==> config.mk <==
export PLATFORM = sky130hd
export DESIGN_NAME = mem_port_arbiter
export DESIGN_NICKNAME = d
export VERILOG_FILES = /design/src/rtl/mem_arb_pkg.sv /design/src/rtl/arb_fetch_age.sv /design/src/rtl/mem_port_arbiter.sv
export SDC_FILE = /design/constraint.sdc
export NUM_CORES = 1
export LEC_CHECK = 0
export BUFFER_PORTS_ARGS = -buffer_cell sky130_fd_sc_hd__buf_2
export CORE_ASPECT_RATIO = 0.9
export CORE_UTILIZATION = 40
export CTS_CLUSTER_SIZE = 24
export DETAILED_ROUTE_END_ITERATION = 12
export PLACE_DENSITY = 0.71
export SLEW_MARGIN = 20
export SYNTH_ARGS = -nofsm -noshare
export SYNTH_HDL_FRONTEND = slang
export SYNTH_SLANG_ARGS = --single-unit
==> constraint.sdc <==
create_clock -name clk_i -period 5.09 [get_ports clk_i]
set_input_delay 1.018 -clock clk_i [delete_from_list [all_inputs] [get_ports clk_i]]
set_output_delay 1.018 -clock clk_i [all_outputs]
set_load 0.01 [all_outputs]
==> src/rtl/mem_arb_pkg.sv <==
// Shared types for the unified memory port arbiter.
// FSM states, transaction owner and counter sizing.
package mem_arb_pkg;

    typedef enum logic [1:0] {
        IDLE,
        ISSUE,
        WAIT,
        RESP
    } arb_state_t;

    typedef enum logic {
        OWN_IF,
        OWN_D
    } arb_owner_t;

    // Bits needed to hold the values 0..max_val.
    function automatic int unsigned cnt_w(input int unsigned max_val);
        if (max_val < 2) begin
            return 1;
        end
        return $clog2(max_val + 1);
    endfunction

endpackage

==> src/rtl/arb_fetch_age.sv <==
// Saturating fetch-age counter for the memory port arbiter.
// Counts consecutive fetch losses; at_max forces the next fetch win.
module arb_fetch_age
    import mem_arb_pkg::*;
#(
    parameter int unsigned MAX_WAIT = 4
) (
    input  logic clk_i,
    input  logic rst_i,
    input  logic inc_i,
    input  logic clr_i,
    output logic at_max_o
);

    localparam int unsigned AW = cnt_w(MAX_WAIT);

    logic [AW-1:0] age_q;
    logic [AW-1:0] age_d;

    assign at_max_o = (age_q == AW'(MAX_WAIT));

    // Clear wins over increment; increment stops at MAX_WAIT.
    always_comb begin
        age_d = age_q;
        if (clr_i) begin
            age_d = '0;
        end else if (inc_i && !at_max_o) begin
            age_d = age_q + AW'(1);
        end
    end

    // Age register.
    always_ff @(posedge clk_i or posedge rst_i) begin
        if (rst_i) begin
            age_q <= '0;
        end else begin
            age_q <= age_d;
        end
    end

endmodule

==> src/rtl/mem_port_arbiter.sv <==
// Fetch/data arbiter in front of one single-port unified memory.
// Data has priority; a fetch-age counter bounds fetch starvation.
module mem_port_arbiter
    import mem_arb_pkg::*;
#(
    parameter int unsigned ADDR_W   = 32,
    parameter int unsigned DATA_W   = 32,
    parameter int unsigned MEM_LAT  = 1,
    parameter int unsigned MAX_WAIT = 4
) (
    input  logic              clk_i,
    input  logic              rst_i,
    input  logic              if_req_i,
    input  logic [ADDR_W-1:0] if_addr_i,
    output logic              if_gnt_o,
    output logic              if_rvalid_o,
    output logic [DATA_W-1:0] if_rdata_o,
    input  logic              d_req_i,
    input  logic              d_we_i,
    input  logic [ADDR_W-1:0] d_addr_i,
    input  logic [DATA_W-1:0] d_wdata_i,
    output logic              d_gnt_o,
    output logic              d_rvalid_o,
    output logic [DATA_W-1:0] d_rdata_o,
    output logic              mem_en_o,
    output logic              mem_we_o,
    output logic [ADDR_W-1:0] mem_addr_o,
    output logic [DATA_W-1:0] mem_wdata_o,
    input  logic [DATA_W-1:0] mem_rdata_i,
    output logic              busy_o
);

    localparam int unsigned CW = cnt_w(MEM_LAT);

    arb_state_t        state_q;
    arb_state_t        state_d;
    arb_owner_t        owner_q;
    arb_owner_t        owner_d;
    logic              we_q;
    logic              we_d;
    logic [ADDR_W-1:0] addr_q;
    logic [ADDR_W-1:0] addr_d;
    logic [DATA_W-1:0] wdata_q;
    logic [DATA_W-1:0] wdata_d;
    logic [DATA_W-1:0] if_rdata_q;
    logic [DATA_W-1:0] if_rdata_d;
    logic [DATA_W-1:0] d_rdata_q;
    logic [DATA_W-1:0] d_rdata_d;
    logic [CW-1:0]     cnt_q;
    logic [CW-1:0]     cnt_d;

    logic idle;
    logic at_max;
    logic fetch_win;
    logic if_gnt;
    logic d_gnt;
    logic age_inc;
    logic age_clr;

    // Grants only in IDLE; fetch wins alone or once it has aged out.
    assign idle      = (state_q == IDLE) && !rst_i;
    assign fetch_win = if_req_i && (!d_req_i || at_max);
    assign if_gnt    = idle && fetch_win;
    assign d_gnt     = idle && d_req_i && !fetch_win;
    assign age_inc   = idle && if_req_i && d_gnt;
    assign age_clr   = idle && (if_gnt || !if_req_i);

    assign if_gnt_o    = if_gnt;
    assign d_gnt_o     = d_gnt;
    assign mem_addr_o  = addr_q;
    assign mem_wdata_o = wdata_q;
    assign if_rdata_o  = if_rdata_q;
    assign d_rdata_o   = d_rdata_q;

    arb_fetch_age #(
        .MAX_WAIT (MAX_WAIT)
    ) u_age (
        .clk_i    (clk_i),
        .rst_i    (rst_i),
        .inc_i    (age_inc),
        .clr_i    (age_clr),
        .at_max_o (at_max)
    );

    // Next state, capture of the winning request and strobe decode.
    always_comb begin
        state_d     = state_q;
        owner_d     = owner_q;
        we_d        = we_q;
        addr_d      = addr_q;
        wdata_d     = wdata_q;
        cnt_d       = cnt_q;
        if_rdata_d  = if_rdata_q;
        d_rdata_d   = d_rdata_q;
        mem_en_o    = 1'b0;
        mem_we_o    = 1'b0;
        if_rvalid_o = 1'b0;
        d_rvalid_o  = 1'b0;
        busy_o      = 1'b1;
        unique case (state_q)
            IDLE: begin
                busy_o = 1'b0;
                if (if_gnt || d_gnt) begin
                    state_d = ISSUE;
                    owner_d = if_gnt ? OWN_IF : OWN_D;
                    we_d    = d_gnt && d_we_i;
                    addr_d  = (if_gnt ? if_addr_i : d_addr_i) >> 2;
                    wdata_d = d_gnt ? d_wdata_i : '0;
                end
            end
            ISSUE: begin
                mem_en_o = 1'b1;
                mem_we_o = we_q;
                cnt_d    = CW'(MEM_LAT);
                state_d  = WAIT;
            end
            WAIT: begin
                if (cnt_q == CW'(1)) begin
                    state_d = RESP;
                    if (owner_q == OWN_IF) begin
                        if_rdata_d = mem_rdata_i;
                    end else if (!we_q) begin
                        d_rdata_d = mem_rdata_i;
                    end
                end else begin
                    cnt_d = cnt_q - CW'(1);
                end
            end
            RESP: begin
                if_rvalid_o = (owner_q == OWN_IF);
                d_rvalid_o  = (owner_q == OWN_D);
                state_d     = IDLE;
            end
            default: begin
                state_d = IDLE;
            end
        endcase
    end

    // State and datapath registers; reset aborts any access in flight.
    always_ff @(posedge clk_i or posedge rst_i) begin
        if (rst_i) begin
            state_q    <= IDLE;
            owner_q    <= OWN_IF;
            we_q       <= 1'b0;
            addr_q     <= '0;
            wdata_q    <= '0;
            cnt_q      <= '0;
            if_rdata_q <= '0;
            d_rdata_q  <= '0;
        end else begin
            state_q    <= state_d;
            owner_q    <= owner_d;
            we_q       <= we_d;
            addr_q     <= addr_d;
            wdata_q    <= wdata_d;
            cnt_q      <= cnt_d;
            if_rdata_q <= if_rdata_d;
            d_rdata_q  <= d_rdata_d;
        end
    end

endmodule
==> out/qor.txt <==
STATUS
------------------------------------------------------------------------------------------
Run status ..................................................................    completed

LAYOUT
------------------------------------------------------------------------------------------
Final antenna diode count ...................................................            0
Fillers .....................................................................         1070
Non-filler instance count after layout ......................................          858
Number of nets in the layout ................................................          824
Area overhead of the layout relative to synthesis ...........................        38.0%
Finished Cell Area ..........................................................   7430 sq um
Fraction of final layout cells sized beyond drive strength 1 ................        0.535
Post-route core utilization .................................................        0.575

CRITICAL PATH
------------------------------------------------------------------------------------------
Highest fanout seen on the critical path ....................................           32
Bufs and invs on worst path .................................................            3
Kind of cell with the highest combined delay on the critical path ........... buffers and inverters
Data arrival, critical path .................................................      2.93 ns
Endpoint type of the worst setup path .......................................   output pin
Required time reported for the critical path endpoint .......................      4.07 ns
Crit path max-delay cell type ...............................................        inv_2
Reg-to-reg critical path startpoint .........................................   state_q[1]
Setup slack on the worst flop-to-flop path ..................................      2.34 ns
Worst-path cell chain ....................................................... inv_1, ha_1, nor2b_4, nand3_2, inv_2, buf_2
Category of the critical setup timing path .................................. flop to output pin
Endpoint of the worst-slack reg-to-reg timing path .......................... mem_addr_o[8]
Max stage delay on crit path ................................................      0.67 ns
Critical Path Start Type ....................................................         flop
Path depth of the worst reg2reg path ........................................            7

FLOORPLANNING
------------------------------------------------------------------------------------------
I/O pin cnt .................................................................          268
Placement Rows ..............................................................           39
Die footprint ...............................................................  13900 sq um
Die outline width ...........................................................       124 um
Area of the core region .....................................................  12900 sq um
Starting utilization of the core area .......................................        0.417
Die Height ..................................................................       112 um

POWER AND IR DROP
------------------------------------------------------------------------------------------
Power density relative to cell area .........................................  673 nW/um^2
Share of power burned in combinational logic ................................        0.366
Reg power frac ..............................................................        0.372
Switching power .............................................................      1.63 mW
Switching share of total power ..............................................        0.327
Tot Pwr .....................................................................      5.00 mW
Clock network fraction of total power .......................................        0.261
Internal power consumption ..................................................      3.37 mW
Peak ir drop on the vdd network .............................................       308 uV
Static leakage power ........................................................      3.81 nW

TIMING
------------------------------------------------------------------------------------------
Slew at the pin with the worst max-slew slack ...............................     0.669 ns
Worst hold slack after final layout .........................................     0.498 ns
Total negative slack for setup checks .......................................         0 ns
Worst clock skew on the final layout ........................................   0.00891 ns
Relative slew slack .........................................................        0.554
Portion of the clock cycle consumed by the worst path in the final layout ...        0.776
Slew Limit Fails ............................................................            0
Min Clock Period, post-route ................................................      3.95 ns
Final setup vio count .......................................................            0
Highest clock rate ..........................................................      253 MHz
Final worst setup slack .....................................................      1.14 ns
RSZ-0062 raised after global routing ........................................           no
Final hold violations .......................................................            0

JOB
------------------------------------------------------------------------------------------
Number of max-cap violations ................................................            0

PLACEMENT
------------------------------------------------------------------------------------------
Number of input and output port buffers inserted ............................          261
Number of instances in the placed design ....................................          829
Post-DP HPWL ................................................................      9700 um
Place WS ....................................................................      1.14 ns
Area post-placement .........................................................   6800 sq um
GPL Wtd Cong ................................................................        0.796

MIN PATH
------------------------------------------------------------------------------------------
Hold EP ..................................................................... if_rdata_o[28]
Number of cells on the worst hold path ......................................            1
Source of the worst hold timing path ........................................ if_rdata_o[28]
Hold Crit Class ............................................................. flop to flop

LOGIC SYNTHESIS
------------------------------------------------------------------------------------------
Number of distinct library cells after synthesis ............................           32
Cell types with the largest area share after synthesis ...................... dfrtp_1, mux2_2, a21oi_1, a22o_1, nor2_1
Number of enable flip-flop cells after synthesis ............................            0
Dominant cell type by area after synthesis ..................................      dfrtp_1
Commonest register cell after synthesis .....................................      dfrtp_1
Async set-reset flop share out of synthesis .................................         1.00
Number of instances in the synthesized netlist ..............................          424
FF+latch count, synth .......................................................          134
Sequential-to-total area share from yosys stat ..............................        0.623
Most frequent cells after synthesis ......................................... dfrtp_1, mux2_2, a21oi_1
Mean post-synth cell area ...................................................   12.7 sq um
Fraction of synthesized cell area taken by the top area cell type ...........        0.623
Post-Syn Area ...............................................................   5390 sq um
Count leader, synth .........................................................      dfrtp_1
Warnings from Yosys .........................................................            0

DRT
------------------------------------------------------------------------------------------
Detailed Routing Iterations Pass 1 ..........................................            4
Drt first-iter violations ...................................................          175
Antenna violation net count after detailed routing ..........................            0
Post-detailed-route DRC marker count ........................................            0
Final routed wirelength across all metal layers .............................     13500 um
Via total after detailed routing ............................................         4336
Routed vias/inst ............................................................         5.05
Detail-routed net length per standard cell ..................................      15.7 um

GLOBAL ROUTING
------------------------------------------------------------------------------------------
Largest net degree at the start of global routing ...........................           65
Global route total overflow .................................................            0
Global-route wire length before repair ......................................     22300 um
Initial antenna violation count .............................................            0
Vias in the first global route ..............................................         4453
Overall Global Routing Usage ................................................        0.202

CTS
------------------------------------------------------------------------------------------
Clk root buf ................................................................    clkbuf_16
Worst-Skew Late Latency .....................................................      0.40 ns
Buffer depth of the longest clock path ......................................            2
Number of CTS-inserted buffers ..............................................           17
Clk sinks ...................................................................          134
Hold-fix buffers, CTS .......................................................            0
CTS HTree Levels ............................................................            4
Count of cells resized by post-cts repair ...................................            0
Clock edge transition at the registers on the reported setup and hold paths .      0.05 ns
Clock tree from TritonCTS ...................................................         done
Post-CTS Setup Repair Bufs ..................................................            0

## power by group through the flow
stage               clock network, mW  logic, mW  registers, mW
finish                           1.31       1.83           1.86
global route                     1.38       2.00           1.92
CTS                              1.33       1.86           1.86
detailed placement                  0       1.86           1.87
global placement                    0       1.80           1.84
floorplan                           0      0.860           2.09
## state kept, by name, summed over array words and instances (netlist names)
name,count
we_q,1
state_q,2
mem_wdata_o,32
u_age.age_q,3
if_rdata_o,32
d_rdata_o,32
mem_addr_o,30
owner_q,1
cnt_q,1
## cell usage in the layout (no fill, tap or decap), types with 4 or more instances in the layout
cell type  instances
a21oi_1           62
a22o_1            33
buf_2            261
buf_4              6
bufinv_16          4
clkbuf_16         17
clkbuf_8           5
dfrtp_1          134
ha_1               7
inv_1              8
mux2_2            65
nand2_1           30
nor2_1            33
o21ai_0            4
## final cells by class
type,instances,area (sq um),area share
Clock buffer,22,494,0.0665
Clock inverter,7,144,0.0194
Inverter,10,40.0,0.00539
Multi-Input combinational cell,254,1850,0.248
Sequential cell,134,3350,0.451
Tap cell,164,205,0.0276
Timing Repair Buffer,267,1350,0.182
## cell families (layout without fill, tap and decap cells)
group | count (synthesis) | count (layout) | synth area share
flops | 134 | 134 | 0.623
compound gates | 105 | 105 | 0.128
simple gates | 75 | 75 | 0.0602
mux | 65 | 65 | 0.136
buf+inv | 37 | 306 | 0.0367
fa+ha+maj | 7 | 7 | 0.0163
other cells | 1 | 2 | 0.000696
## metal layers
layer,track usage,up-vias,routed length [um]
met3,0.0653,18,1040
met4,0.0618,0,181
li1,-,1993,-
met1,0.253,2113,5760
met5,0,-,0
met2,0.333,212,6480
## worst max path at each step
stage / startpoint / end / slack, ns / cells past startpoint
6_report: state_q[1] / if_gnt_o / 1.14 / 6
5_1_grt: state_q[0] / if_gnt_o / 0.81 / 6
4_1_cts: state_q[1] / if_gnt_o / 1.10 / 6
3_5_place_dp: rst_i / if_gnt_o / 1.14 / 5
3_3_place_gp: rst_i / if_gnt_o / 1.20 / 5
2_1_floorplan: rst_i / cnt_q / 0.49 / 1
Power figures use the tool's default switching activity.
